`src/rtl/spi_tx_master_if.sv`:
```
// spi_tx_master_if: word handshake and serial pins of the SPI transmitter; MISO readback signals exist only with SPI_READBACK_EN
interface spi_tx_master_if #(
  parameter int DATA_W = 8
);
  logic [DATA_W-1:0] tx_data;
  logic              tx_valid;
  logic              tx_ready;
  logic              busy;
  logic              sclk;
  logic              dout;
  logic              sync_n;
`ifdef SPI_READBACK_EN
  logic              din;
  logic [DATA_W-1:0] rx_data;
  logic              rx_valid;
  modport master (
    input  tx_data, tx_valid, din,
    output tx_ready, busy, sclk, dout, sync_n, rx_data, rx_valid
  );
  modport slave (
    output tx_data, tx_valid, din,
    input  tx_ready, busy, sclk, dout, sync_n, rx_data, rx_valid
  );
`else
  modport master (
    input  tx_data, tx_valid,
    output tx_ready, busy, sclk, dout, sync_n
  );
  modport slave (
    output tx_data, tx_valid,
    input  tx_ready, busy, sclk, dout, sync_n
  );
`endif
endinterface

```
`src/rtl/spi_tx_master.sv`:
```
// spi_tx_master: SPI master transmitter, one word per valid/ready accept, sync_n framing, inter-frame gap; MISO readback with SPI_READBACK_EN
module spi_tx_master #(
  parameter int DATA_W    = 8,
  parameter int CLK_DIV   = 2,
  parameter int GAP_CYC   = 20,
  parameter bit CPOL      = 1'b1,
  parameter bit MSB_FIRST = 1'b1
) (
  input logic             clk,
  input logic             rst_n,
  spi_tx_master_if.master bus
);
  localparam int BW = $clog2(DATA_W + 1);
  localparam int HW = CLK_DIV > 1 ? $clog2(CLK_DIV) : 1;
  localparam int GW = GAP_CYC > 1 ? $clog2(GAP_CYC) : 1;
  typedef enum logic [1:0] {IDLE, SHIFT, GAP} state_t;
  state_t            state_q, state_d;
  logic [DATA_W-1:0] sr_q, sr_d;
  logic [BW-1:0]     bc_q, bc_d;
  logic [HW-1:0]     hc_q, hc_d;
  logic [GW-1:0]     gc_q, gc_d;
  logic              ph_q, ph_d;
  logic              tx_ready_q, tx_ready_d;
  logic              busy_q, busy_d;
  logic              sclk_q, sclk_d;
  logic              dout_q, dout_d;
  logic              sync_n_q, sync_n_d;
  logic              half_end, bit_end;
`ifdef SPI_READBACK_EN
  logic [DATA_W-1:0] rx_sr_q, rx_sr_d;
  logic [DATA_W-1:0] rx_data_q, rx_data_d;
  logic              rx_valid_q, rx_valid_d;
`endif
  function automatic logic first_bit(input logic [DATA_W-1:0] w);
    return MSB_FIRST ? w[DATA_W-1] : w[0];
  endfunction
  // next state and registered outputs; ph_q selects the first (CPOL) or second (~CPOL) half of a bit
  always_comb begin
    state_d    = state_q;
    sr_d       = sr_q;
    bc_d       = bc_q;
    hc_d       = hc_q;
    gc_d       = gc_q;
    ph_d       = ph_q;
    tx_ready_d = 1'b0;
    busy_d     = 1'b1;
    sclk_d     = CPOL;
    dout_d     = 1'b0;
    sync_n_d   = 1'b1;
    half_end   = hc_q == HW'(CLK_DIV - 1);
    bit_end    = state_q == SHIFT && half_end && ph_q;
`ifdef SPI_READBACK_EN
    rx_sr_d    = rx_sr_q;
    rx_data_d  = rx_data_q;
    rx_valid_d = 1'b0;
`endif
    case (state_q)
      IDLE: begin
        tx_ready_d = 1'b1;
        busy_d     = 1'b0;
        if (bus.tx_valid) begin
          state_d    = SHIFT;
          sr_d       = bus.tx_data;
          bc_d       = BW'(DATA_W);
          hc_d       = '0;
          ph_d       = 1'b0;
          tx_ready_d = 1'b0;
          busy_d     = 1'b1;
          sync_n_d   = 1'b0;
          dout_d     = first_bit(bus.tx_data);
        end
      end
      SHIFT: begin
        sync_n_d = 1'b0;
        dout_d   = dout_q;
        hc_d     = half_end ? '0 : hc_q + 1'b1;
        sclk_d   = ph_q ? ~CPOL : CPOL;
        if (half_end && !ph_q) begin
          ph_d   = 1'b1;
          sclk_d = ~CPOL;
        end else if (bit_end) begin
          ph_d   = 1'b0;
          sclk_d = CPOL;
          bc_d   = bc_q == '0 ? bc_q : bc_q - 1'b1;
          sr_d   = MSB_FIRST ? sr_q << 1 : sr_q >> 1;
          dout_d = first_bit(sr_d);
`ifdef SPI_READBACK_EN
          rx_sr_d = MSB_FIRST ? {rx_sr_q[DATA_W-2:0], bus.din} : {bus.din, rx_sr_q[DATA_W-1:1]};
`endif
          if (bc_q == BW'(1)) begin
            state_d  = GAP;
            sync_n_d = 1'b1;
            dout_d   = 1'b0;
            gc_d     = GW'(GAP_CYC - 1);
`ifdef SPI_READBACK_EN
            rx_data_d  = rx_sr_d;
            rx_valid_d = 1'b1;
`endif
          end
        end
      end
      GAP: begin
        gc_d = gc_q == '0 ? gc_q : gc_q - 1'b1;
        if (gc_q == '0) begin
          state_d    = IDLE;
          tx_ready_d = 1'b1;
          busy_d     = 1'b0;
        end
      end
      default: begin
        state_d    = IDLE;
        tx_ready_d = 1'b1;
        busy_d     = 1'b0;
      end
    endcase
  end
  // state and output registers; reset abandons any frame in flight immediately
  always_ff @(posedge clk or negedge rst_n) begin
    if (!rst_n) begin
      state_q    <= IDLE;
      sr_q       <= '0;
      bc_q       <= '0;
      hc_q       <= '0;
      gc_q       <= '0;
      ph_q       <= 1'b0;
      tx_ready_q <= 1'b1;
      busy_q     <= 1'b0;
      sclk_q     <= CPOL;
      dout_q     <= 1'b0;
      sync_n_q   <= 1'b1;
    end else begin
      state_q    <= state_d;
      sr_q       <= sr_d;
      bc_q       <= bc_d;
      hc_q       <= hc_d;
      gc_q       <= gc_d;
      ph_q       <= ph_d;
      tx_ready_q <= tx_ready_d;
      busy_q     <= busy_d;
      sclk_q     <= sclk_d;
      dout_q     <= dout_d;
      sync_n_q   <= sync_n_d;
    end
  end
  assign bus.tx_ready = tx_ready_q;
  assign bus.busy     = busy_q;
  assign bus.sclk     = sclk_q;
  assign bus.dout     = dout_q;
  assign bus.sync_n   = sync_n_q;
`ifdef SPI_READBACK_EN
  // receive registers; rx_data only moves when a frame completes
  always_ff @(posedge clk or negedge rst_n) begin
    if (!rst_n) begin
      rx_sr_q    <= '0;
      rx_data_q  <= '0;
      rx_valid_q <= 1'b0;
    end else begin
      rx_sr_q    <= rx_sr_d;
      rx_data_q  <= rx_data_d;
      rx_valid_q <= rx_valid_d;
    end
  end
  assign bus.rx_data  = rx_data_q;
  assign bus.rx_valid = rx_valid_q;
`endif
endmodule

```
`src/flat_wrapper.sv`:
```
// flat-port wrapper written by rule: the top's interface ports become plain ports
module spi_tx_master_flat 
#(
  parameter int DATA_W    = 8,
  parameter int CLK_DIV   = 2,
  parameter int GAP_CYC   = 20,
  parameter bit CPOL      = 1'b1,
  parameter bit MSB_FIRST = 1'b1
)
  (clk, rst_n, bus_tx_data, bus_tx_valid, bus_tx_ready, bus_busy, bus_sclk, bus_dout, bus_sync_n);
  spi_tx_master_if #(.DATA_W(DATA_W)) bus_i ();
  input logic clk;
  input logic rst_n;
  input wire logic [$bits(bus_i.tx_data)-1:0] bus_tx_data;
  input wire logic [$bits(bus_i.tx_valid)-1:0] bus_tx_valid;
  output wire logic [$bits(bus_i.tx_ready)-1:0] bus_tx_ready;
  output wire logic [$bits(bus_i.busy)-1:0] bus_busy;
  output wire logic [$bits(bus_i.sclk)-1:0] bus_sclk;
  output wire logic [$bits(bus_i.dout)-1:0] bus_dout;
  output wire logic [$bits(bus_i.sync_n)-1:0] bus_sync_n;
  assign bus_i.tx_data = bus_tx_data;
  assign bus_i.tx_valid = bus_tx_valid;
  assign bus_tx_ready = bus_i.tx_ready;
  assign bus_busy = bus_i.busy;
  assign bus_sclk = bus_i.sclk;
  assign bus_dout = bus_i.dout;
  assign bus_sync_n = bus_i.sync_n;
  spi_tx_master #(.DATA_W(DATA_W), .CLK_DIV(CLK_DIV), .GAP_CYC(GAP_CYC), .CPOL(CPOL), .MSB_FIRST(MSB_FIRST)) u_core (.clk(clk), .rst_n(rst_n), .bus(bus_i));
endmodule
```
`config.mk`:
```
export PLATFORM = sky130hd
export DESIGN_NAME = spi_tx_master_flat
export DESIGN_NICKNAME = d
export VERILOG_FILES = /design/src/rtl/spi_tx_master_if.sv /design/src/rtl/spi_tx_master.sv /design/src/flat_wrapper.sv
export SDC_FILE = /design/constraint.sdc
export NUM_CORES = 1
export LEC_CHECK = 0
export BUFFER_PORTS_ARGS = -buffer_cell sky130_fd_sc_hd__buf_2
export CAP_MARGIN = 20
export CORE_UTILIZATION = 56
export CTS_CLUSTER_DIAMETER = 200
export DETAILED_ROUTE_END_ITERATION = 6
export GPL_TIMING_DRIVEN = 0
export PLACE_DENSITY = 0.77
export SLEW_MARGIN = 5
export SYNTH_ARGS = -nofsm -noshare
export SYNTH_HDL_FRONTEND = slang
export SYNTH_SLANG_ARGS = --single-unit
```
`constraint.sdc`:
```
create_clock -name clk -period 1.9 [get_ports clk]
set_input_delay 0.19 -clock clk [delete_from_list [all_inputs] [get_ports clk]]
set_output_delay 0.19 -clock clk [all_outputs]
set_load 0.01 [all_outputs]
```
==> metrics.md, run 1 <==
| Metric | Value |
|---|---|
| Status | `finished clean` |
| Largest net degree at the start of global routing | `26` |
| Fraction of layout cells with a size suffix above 1 | `34.8%` |
| CTS Root Buffer Type | `clkbuf_4` |
| Filler Cell Count | `191` |
| Diodes inserted | `0` |
| Setup TNS | `0 ps` |
| Maximum vdd drop | `923 uV` |
| DR pass1 iterations | `4` |
| Final Setup Violations | `0` |
| Synthesized net count | `129` |
| Pwr dens | `1580 mW/mm^2` |
| R2R Setup Slk | `130 ps` |
| #FFs+latches synth | `25` |
| WP data arrival | `2000 ps` |
| Cell Rows | `17` |
| Clock Latency Late Sink | `320 ps` |
| Crit-path max cell delay | `420 ps` |
| LEAKAGE | `0.677 nW` |
| RR Startpoint | `u_core.bc_q[1]$_DFFE_PN0P_` |
| P&R area growth vs syn | `11.2%` |
| Number of synthesized flops with an enable pin | `0` |
| FF-to-FF path depth | `5` |
| Sequential share of the synthesized area | `47.9%` |
| Setup crit start kind | `register` |
| WP buf/inv | `1` |
| Clk slew on worst S/H paths | `130 ps` |
| CTS buffer count | `3` |
| Vias | `960` |
| Vias in the first global route | `953` |
| Synthesized area per cell | `11.4 sq um` |
| Io pins | `16` |
| RSZ-0062 raised after global routing | `false` |
| Area of the die | `0.00255 sq mm` |
| Worst Hold Class | `input port to register` |
| Synth warn | `0` |
| Crit path to | `u_core.gc_q[3]$_DFFE_PN0P_` |
| Tot Pwr | `2.31 mW` |
| Tmin final | `1770 ps` |
| Reg-to-reg endpoint | `u_core.gc_q[3]$_DFFE_PN0P_` |
| Starting Density | `59.4%` |
| Clk_skew | `1.74 ps` |
| Avg WL per Cell | `15.8 microns` |
| DPL Wire Length | `1.85 mm` |
| Total Wirelength | `2.57 mm` |
| Final Hold Viols | `0` |
| H-tree depth | `1` |
| Die Span X | `50.5 microns` |
| Area share of the largest cell type after synthesis | `41.9%` |
| Global Route Usage Sum | `23.3%` |
| Top cells by area, synth | `dfrtp_1 42%, mux2_2 10%, dfstp_2 6.0%` |
| Stages on the worst setup path | `5` |
| Drc violations | `0` |
| Netlist cell types | `45` |
| Synth area leader | `dfrtp_1` |
| WS Path Type | `register to register` |
| Fmax | `563 MHz` |
| Cells after Synth | `115` |
| Max-slew violations | `0` |
| Initial DRC count | `10` |
| Critical path launch point | `u_core.bc_q[1]$_DFFE_PN0P_` |
| Final Wtd Congestion | `0.803` |
| Port Buffers | `15` |
| CP Cell Sequence | `inv_1, ha_1, or3b_4, or3_4, a31o_1` |
| Required time at the worst-slack endpoint | `2130 ps` |
| Synthesized area | `0.00132 sq mm` |
| Die height | `50.5 microns` |
| Top-count cell post-synth | `dfrtp_1` |
| Grt total ovfl | `0` |
| Via/cell ratio | `5.89` |
| TritonCTS clock tree | `built` |
| First-pass GRT wire length | `4.38 mm` |
| Crit Path Max Fanout | `4` |
| Antenna-violating nets left | `0` |
| Fin nets | `150` |
| Max-cap violations | `0` |
| Core ar. | `0.00221 sq mm` |
| Final Cycle Share | `93.4%` |
| Clk buf depth | `2` |
| Slew headroom | `58.0%` |
| Post-CTS Setup Inserts | `0` |
| Actual slew at the worst max-slew pin | `621 ps` |
| Clk sink count | `25` |
| Async S/R FF share, synth | `100%` |
| Crit-path slowest cell | `or3_4` |
| CP endpoint kind | `register` |
| Crit path max-delay family | `simple AND/OR/NAND/NOR gates` |
| Prevailing post-synth register cell | `dfrtp_1` |
| Initial antenna violation count | `0` |
| Commonest cells in the netlist | `22 x dfrtp_1, 12 x mux2_2, 6 x inv_1, 6 x nand2_1, 4 x nor3_1` |
worst min path at each step:
stage	from	endpoint	cells after the start
floorplan	rst_n	u_core.bc_q[0]$_DFFE_PN0P_	0
global placement	rst_n	u_core.gc_q[3]$_DFFE_PN0P_	1
detailed placement	rst_n	u_core.gc_q[3]$_DFFE_PN0P_	1
CTS	bus_tx_data[0]	u_core.sr_q[0]$_DFFE_PN0P_	3
global route	bus_tx_data[0]	u_core.sr_q[0]$_DFFE_PN0P_	3
finish	bus_tx_data[0]	u_core.sr_q[0]$_DFFE_PN0P_	3
state kept, by name, indices dropped and copies added, names as in the netlist:
name	cells
u_core.sr_q	7
u_core.bus.sync_n	1
u_core.bus.dout	1
u_core.bus.sclk	1
u_core.half_end	1
u_core.ph_q	1
u_core.bus.busy	1
u_core.state_q	2
u_core.gc_q	5
u_core.bus.tx_ready	1
u_core.bc_q	4
report_power, final:
| group | internal (mW) | switching (mW) | leakage (nW) | total, mW |
|---|---|---|---|---|
| registers | 0.760 | 0.151 | 0.302 | 0.911 |
| logic | 0.589 | 0.571 | 0.358 | 1.16 |
| clock network | 0.0790 | 0.158 | 0.0177 | 0.237 |
| total | 1.43 | 0.879 | 0.677 | 2.31 |
per-layer routing:
| layer | GRT usage (%) | routed length (microns) | vias up |
|---|---|---|---|
| li1 | - | - | 463 |
| met1 | 28.6 | 1170 | 472 |
| met2 | 39.1 | 1280 | 20 |
| met3 | 4.24 | 81 | 5 |
| met4 | 11.6 | 47 | 0 |
| met5 | 0 | 0 | - |
logic make-up (layout without fill, tap and decap cells):
kind of cell / Yosys count / after routing / share of synthesized area, %
simple gates: 37 / 37 / 19.0
compound gates: 25 / 25 / 14.6
flops: 25 / 25 / 47.9
mux: 15 / 15 / 12.7
buf+inv: 10 / 30 / 3.04
fa+ha+maj: 3 / 3 / 2.85
area by class of cell:
| class | instances | area (sq um) | share of cell area, % |
|---|---|---|---|
| clock inverters | 1 | 5.00 | 0.342 |
| clock buffers | 3 | 22.5 | 1.54 |
| flip-flops and latches | 25 | 629 | 43.0 |
| well taps | 28 | 35.0 | 2.40 |
| repair buffers | 16 | 85.1 | 5.82 |
| plain buffers | 4 | 17.5 | 1.20 |
| inverters | 6 | 22.5 | 1.54 |
| multi-input cells | 80 | 646 | 44.1 |
cells in the final DEF (no fill, tap or decap), types with 3 or more instances in the layout:
cell / n
a21o_1: 3
a21oi_1: 3
a22o_1: 3
buf_2: 17
clkbuf_4: 3
dfrtp_1: 22
dfstp_2: 3
ha_1: 3
inv_1: 6
mux2_2: 12
nand2_1: 6
nand3_1: 3
nor2b_1: 3
nor3_1: 4
o21bai_1: 3
stage by stage:
| stage | instances | cell area (sq um) | utilization [%] | hold slack, ps | worst slack (ps) |
|---|---|---|---|---|---|
| 2_1_floorplan | 115 | 1320 | - | -106 | 247 |
| 3_3_place_gp | 158 | 1430 | 64.4 | 201 | 189 |
| 3_5_place_dp | 158 | 1430 | 64.4 | 211 | 138 |
| 4_1_cts | 163 | 1460 | 66.1 | 96.9 | 110 |
| 5_1_grt | 163 | 1460 | 66.1 | 122 | 34.3 |
| 6_report | 163 | 1460 | 66.1 | 96.8 | 125 |
what timing repair did:
item | CTS | global route
resized for setup | 0 | 0
hold buffers | 1 | 0
hold endpoints to repair | 22 | 0
worst min-delay path, delay by kind of cell:
| kind | cells | cell delay, ps |
|---|---|---|
| buffers and inverters | 1 | 90 |
| multiplexers | 1 | 60 |
| AND/OR/NAND/NOR | 1 | 40 |
Power figures use the tool's default switching activity.
==> run 2, diff against run 1 <==
==> constraint.sdc (replaced) <==
create_clock -name clk -period 1.86 [get_ports clk]
set_input_delay 0.186 -clock clk [delete_from_list [all_inputs] [get_ports clk]]
set_output_delay 0.186 -clock clk [all_outputs]
set_load 0.01 [all_outputs]
==> run 2 against run 1 <==
Net effect:
- sequential power up 2.4%
- via count rose by 0.42%
- die area did not move
- first-iteration DRC count is 10% lower
- global-route usage unchanged
- critical path depth stayed put
- core utilization up 0.28 points
- clock-buffer cell count unchanged
- design area up 0.43%
- sequential share of layout area shrank 0.18 points
- hold slack better by 1.6 ps
- clock skew rose by 4.2 ps
- critical path type unchanged
- highest routed layer unchanged
==> metrics.md, run 2 (synthesized netlist as in run 1, its figures left out) <==
| Metric | Value |
|---|---|
| Area of the die | `0.00255 sq mm (unchanged)` |
| Sequential share of power | `39.5% (about the same)` |
| Diodes inserted | `0 (unchanged)` |
| Avg WL per Cell | `16.0 microns (+1.2%)` |
| Largest Register | `u_core.sr_q` |
| Maximum vdd drop | `948 uV (+2.7%)` |
| WS Path Type | `register to register` |
| Io pins | `16 (unchanged)` |
| Clk_skew | `5.95 ps (+4.22 ps)` |
| Final Wtd Congestion | `0.803 (unchanged)` |
| H-tree depth | `1 (unchanged)` |
| Hold Path End | `u_core.sr_q[0]$_DFFE_PN0P_` |
| Drc violations | `0 (unchanged)` |
| Setup crit start kind | `register` |
| Antenna-violating nets left | `0 (unchanged)` |
| Cell Rows | `17 (unchanged)` |
| Slew headroom | `62.6% (+4.6 points)` |
| Util after Layout | `66.4% (+0.28 points)` |
| Clk slew on worst S/H paths | `130 ps (about the same)` |
| Int Power | `1.46 mW (+2.2%)` |
| Combinational fraction of design power | `50.2% (about the same)` |
| LEAKAGE | `0.678 nW (+0.19%)` |
| P&R area growth vs syn | `11.7%` |
| CP endpoint kind | `register` |
| Final Hold Viols | `0 (unchanged)` |
| TritonCTS clock tree | `built` |
| Sw Share | `38.2% (about the same)` |
| Initial antenna violation count | `0 (unchanged)` |
| Reg-to-reg endpoint | `u_core.gc_q[3]$_DFFE_PN0P_` |
| DR pass1 iterations | `4 (unchanged)` |
| CTS buffer count | `3 (unchanged)` |
| Hold depth | `3 (unchanged)` |
| Global Route Usage Sum | `23.3% (unchanged)` |
| Fin nets | `150 (unchanged)` |
| Max reg flops | `7 (unchanged)` |
| Fraction of layout cells with a size suffix above 1 | `35.6% (+0.74 points)` |
| Top flop regs | `u_core.sr_q (7), u_core.gc_q (5), u_core.bc_q (4)` |
| Clk sink count | `25 (unchanged)` |
| Die height | `50.5 microns (unchanged)` |
| R2R Setup Slk | `80 ps (-50 ps)` |
| Fmax | `560 MHz (-0.53%)` |
| Pwr dens | `1610 mW/mm^2 (+1.8%)` |
| First-pass GRT wire length | `4.38 mm (unchanged)` |
| Most frequent cells in the layout | `22 x dfrtp_1, 17 x buf_2, 12 x mux2_2` |
| Max-cap violations | `0 (unchanged)` |
| Grt total ovfl | `0 (unchanged)` |
| Dpl cells | `158 (unchanged)` |
| Vias in the first global route | `953 (unchanged)` |
| Required time at the worst-slack endpoint | `2080 ps (-50 ps)` |
| Initial DRC count | `9 (-1)` |
| Worst Hold Class | `input port to register` |
| CTS Root Buffer Type | `clkbuf_4` |
| Clk buf depth | `2 (unchanged)` |
| Status | `finished clean` |
| Tmin final | `1780 ps (+9.48 ps)` |
| Final Setup Violations | `0 (unchanged)` |
| Via/cell ratio | `5.91 (+0.42%)` |
| Vias | `964 (+0.42%)` |
| Setup TNS | `0 ps (unchanged)` |
| Core ar. | `0.00221 sq mm (unchanged)` |
| Most common cell after layout, fill and taps aside | `dfrtp_1` |
| Largest net degree at the start of global routing | `26 (unchanged)` |
| Non-Filler Instances | `163 (unchanged)` |
| Switch Pwr | `0.900 mW (+2.4%)` |
| Total Wirelength | `2.60 mm (+1.2%)` |
| FF-to-FF path depth | `5 (unchanged)` |
| Port Buffers | `15 (unchanged)` |
| WP data arrival | `2010 ps (about the same)` |
| Crit Path Max Fanout | `4 (unchanged)` |
| RR Startpoint | `u_core.bc_q[1]$_DFFE_PN0P_` |
| Max-slew violations | `0 (unchanged)` |
| Clock Power Share | `10.3% (about the same)` |
| Critical path launch point | `u_core.bc_q[1]$_DFFE_PN0P_` |
| Hold Crit Start | `bus_tx_data[0]` |
| DPL Wire Length | `1.85 mm (unchanged)` |
| Starting Density | `59.4% (unchanged)` |
| Actual slew at the worst max-slew pin | `560 ps (-60.5 ps)` |
| Clock Latency Late Sink | `320 ps (about the same)` |
| Die Span X | `50.5 microns (unchanged)` |
| Final Cycle Share | `95.9% (+2.5 points)` |
| RSZ-0062 raised after global routing | `false` |
==> run 2: worst max-delay path by stage <==
| stage | slack (ps) | to | cells after the start |
|---|---|---|---|
| 6_report | 80 | u_core.gc_q[3]$_DFFE_PN0P_ | 5 |
| 5_1_grt | 10 | u_core.gc_q[3]$_DFFE_PN0P_ | 5 |
| 4_1_cts | 70 | u_core.gc_q[3]$_DFFE_PN0P_ | 5 |
| 3_5_place_dp | 100 | u_core.gc_q[3]$_DFFE_PN0P_ | 5 |
| 3_3_place_gp | 150 | u_core.gc_q[3]$_DFFE_PN0P_ | 5 |
| 2_1_floorplan | 210 | u_core.gc_q[3]$_DFFE_PN0P_ | 5 |
==> run 2: final cells by class <==
class,instances,area [sq um]
multi-input combinational,80,652
tap,28,35.0
sequential,25,629
buffer,4,17.5
clock inverter,1,5.00
fill,193,743
inverter,6,22.5
clock buffer,3,22.5
timing repair buffer,16,85.1
==> run 2: per-layer routing <==
metal	share of wire [%]	up-vias	GRT usage, %
met5	0	-	0
met1	45	474	28.6
li1	-	463	-
met4	1.8	0	11.6
met3	3.4	5	4.24
met2	50	22	39.1
==> run 2: critical path: stages (launching register included) <==
cell and delay, ps:
dfrtp_1 410, inv_1 80, ha_1 150, or3b_4 400
or3_4 420, a31o_1 220
==> run 2: stage by stage <==
stage                     hold WS (ps)  power [mW]  setup WS (ps)  area, sq um
final                             98.4        2.36           75.8         1470
after global routing               118        2.54           10.9         1470
after CTS                         92.9        2.37           70.2         1460
after detailed placement           207        2.12           98.4         1430
after global placement             197        2.06            149         1430
after floorplan                   -110        1.84            207         1320
==> run 2: power by group through the flow <==
stage                     clock network, mW  registers [mW]  logic (mW)
after floorplan                           0           0.925       0.910
after global placement                    0           0.926        1.14
after detailed placement                  0           0.942        1.18
after CTS                             0.255           0.928        1.19
after global routing                  0.272           0.955        1.31
final                                 0.242           0.933        1.18
==> run 2: repair_timing <==
| action | 4_1_cts | 5_1_grt |
|---|---|---|
| hold buffers | 1 | 0 |
| gates resized for setup | 0 | 1 |
| setup buffers | 0 | 0 |
| hold endpoints to repair | 22 | 0 |
| endpoints found under the setup margin | 0 | 1 |
==> run 3, diff against run 2 <==
--- a/config.mk
+++ b/config.mk
@@ -11,7 +11,7 @@
 export CTS_CLUSTER_DIAMETER = 200
 export DETAILED_ROUTE_END_ITERATION = 6
 export GPL_TIMING_DRIVEN = 0
-export PLACE_DENSITY = 0.77
+export PLACE_DENSITY = 0.76
 export SLEW_MARGIN = 5
 export SYNTH_ARGS = -nofsm -noshare
 export SYNTH_HDL_FRONTEND = slang
==> run 3 against run 2 <==
Net effect:
- first-iteration DRC count rose by 89%
- largest power group unchanged
- sequential power is essentially flat
- die area is the same
- cell count unchanged
- sequential share of layout area is essentially flat
- non-clock buffer count stayed put
- register-to-register slack barely moved
==> metrics.md, run 3 (synthesized netlist as in run 1, its figures left out) <==
| Metric | Value |
|---|---|
| P&R area growth vs syn | `11.6% (about the same)` |
| RSZ-0062 raised after global routing | `false` |
| TritonCTS clock tree | `built` |
| Max-cap violations | `0 (unchanged)` |
| Total Wirelength | `2.41 mm (-7.2%)` |
| R2R Setup Slk | `70 ps (about the same)` |
| Fmax | `558 MHz (-0.36%)` |
| Port Buffers | `15 (unchanged)` |
| Tmin final | `1790 ps (+6.42 ps)` |
| Io pins | `16 (unchanged)` |
| Most frequent cells in the layout | `22 x dfrtp_1, 17 x buf_2, 12 x mux2_2` |
| Largest net degree at the start of global routing | `26 (unchanged)` |
| Largest Register | `u_core.sr_q` |
| Tot Pwr | `2.35 mW (-0.52%)` |
| Setup crit start kind | `register` |
| Maximum vdd drop | `1040 uV (+9.9%)` |
| Fraction of layout cells with a size suffix above 1 | `34.8% (-0.74 points)` |
| Die height | `50.5 microns (unchanged)` |
| First-pass GRT wire length | `3.98 mm (-9.1%)` |
| FF-to-FF path depth | `5 (unchanged)` |
| Vias | `968 (+0.41%)` |
| Starting Density | `59.4% (unchanged)` |
| Critical path launch point | `u_core.bc_q[1]$_DFFE_PN0P_` |
| Diodes inserted | `0 (unchanged)` |
| Most common cell after layout, fill and taps aside | `dfrtp_1` |
| WS Path Type | `register to register` |
| Fin nets | `150 (unchanged)` |
| Die Span X | `50.5 microns (unchanged)` |
| Clock Latency Late Sink | `320 ps (about the same)` |
| Clk buf depth | `2 (unchanged)` |
| WP data arrival | `2010 ps (about the same)` |
| Area of the die | `0.00255 sq mm (unchanged)` |
| RR Startpoint | `u_core.bc_q[1]$_DFFE_PN0P_` |
| Grt total ovfl | `0 (unchanged)` |
| Via/cell ratio | `5.94 (+0.41%)` |
| CTS Root Buffer Type | `clkbuf_4` |
| Cell Rows | `17 (unchanged)` |
| Drc violations | `0 (unchanged)` |
| Crit path to | `u_core.gc_q[3]$_DFFE_PN0P_` |
| Global Route Usage Sum | `21.6% (-1.7 points)` |
| Reg-to-reg endpoint | `u_core.gc_q[3]$_DFFE_PN0P_` |
| Initial antenna violation count | `0 (unchanged)` |
| Pwr dens | `1600 mW/mm^2 (-0.43%)` |
| Final Hold Viols | `0 (unchanged)` |
| Vias in the first global route | `917 (-3.8%)` |
| Max-slew violations | `0 (unchanged)` |
| Final Wtd Congestion | `0.791 (-1.5%)` |
| Antenna-violating nets left | `0 (unchanged)` |
| Required time at the worst-slack endpoint | `2080 ps (about the same)` |
| Clk_skew | `1.39 ps (-4.56 ps)` |
| Final Setup Violations | `0 (unchanged)` |
| Top flop regs | `u_core.sr_q (7), u_core.gc_q (5), u_core.bc_q (4)` |
| Setup TNS | `0 ps (unchanged)` |
| Initial DRC count | `17 (+8)` |
| Final Cycle Share | `96.3% (+0.35 points)` |
| DR pass1 iterations | `4 (unchanged)` |
| Avg WL per Cell | `14.8 microns (-7.2%)` |
| H-tree depth | `1 (unchanged)` |
| Status | `finished clean` |
| Max reg flops | `7 (unchanged)` |
| DPL Wire Length | `1.72 mm (-7.2%)` |
| Slew headroom | `63.2% (+0.58 points)` |
| Core ar. | `0.00221 sq mm (unchanged)` |
| Worst Hold Class | `input port to register` |
| CP endpoint kind | `register` |
| Crit Path Max Fanout | `4 (unchanged)` |
| Actual slew at the worst max-slew pin | `552 ps (-8.71 ps)` |
| LEAKAGE | `0.675 nW (-0.40%)` |
| CTS buffer count | `3 (unchanged)` |
| Clk slew on worst S/H paths | `130 ps (about the same)` |
| Clk sink count | `25 (unchanged)` |
-- run 3: worst max-delay path, cell delays in order (launching register included) --
cell and delay [ps]:
dfrtp_1 420, inv_1 90, ha_1 150, or3b_4 410, or3_4 420, a31o_1 210
-- run 3: report_power, final --
group	total, mW	internal (mW)	switching, mW
Combinational	1.17	0.603	0.569
Clock	0.242	0.0840	0.158
Sequential	0.934	0.776	0.158
Total	2.35	1.46	0.884
-- run 3: worst min-delay path by stage --
stage | from | depth (start not counted) | endpoint
final | bus_tx_data[0] | 3 | u_core.sr_q[0]$_DFFE_PN0P_
after global routing | bus_tx_data[0] | 3 | u_core.sr_q[0]$_DFFE_PN0P_
after CTS | bus_tx_data[0] | 3 | u_core.sr_q[0]$_DFFE_PN0P_
after detailed placement | rst_n | 1 | u_core.gc_q[3]$_DFFE_PN0P_
after global placement | rst_n | 1 | u_core.gc_q[3]$_DFFE_PN0P_
after floorplan | rst_n | 0 | u_core.bc_q[0]$_DFFE_PN0P_
-- run 3: final cells by class --
cell class	instances	area [sq um]
inverter	6	22.5
tap	28	35.0
timing repair buffer	16	85.1
clock buffer	4	26.3
sequential	25	629
buffer	4	17.5
multi-input combinational	80	652
fill	190	744
-- run 3: what timing repair did --
| action | CTS | global route |
|---|---|---|
| hold endpoints to repair | 22 | 0 |
| hold buffers | 1 | 0 |
| resized for setup | 0 | 1 |
| setup buffers | 0 | 0 |
| setup endpoints to repair | 0 | 5 |
-- run 3: routing by layer --
layer	global-route usage, %	routed length (microns)
met5	0	0
met4	12.0	50
met3	3.64	49
met2	35.6	1200
met1	26.8	1110
-- run 3: per-stage QoR --
step	utilization, %	std cells	cell area, sq um	setup slack (ps)	hold WS, ps
finish	66.3	163	1470	69.4	88.5
global route	66.3	163	1470	18.8	91.5
CTS	66.1	163	1460	60.8	85.4
detailed placement	64.4	158	1430	80.7	202
global placement	64.4	158	1430	151	198
floorplan	-	115	1320	207	-110
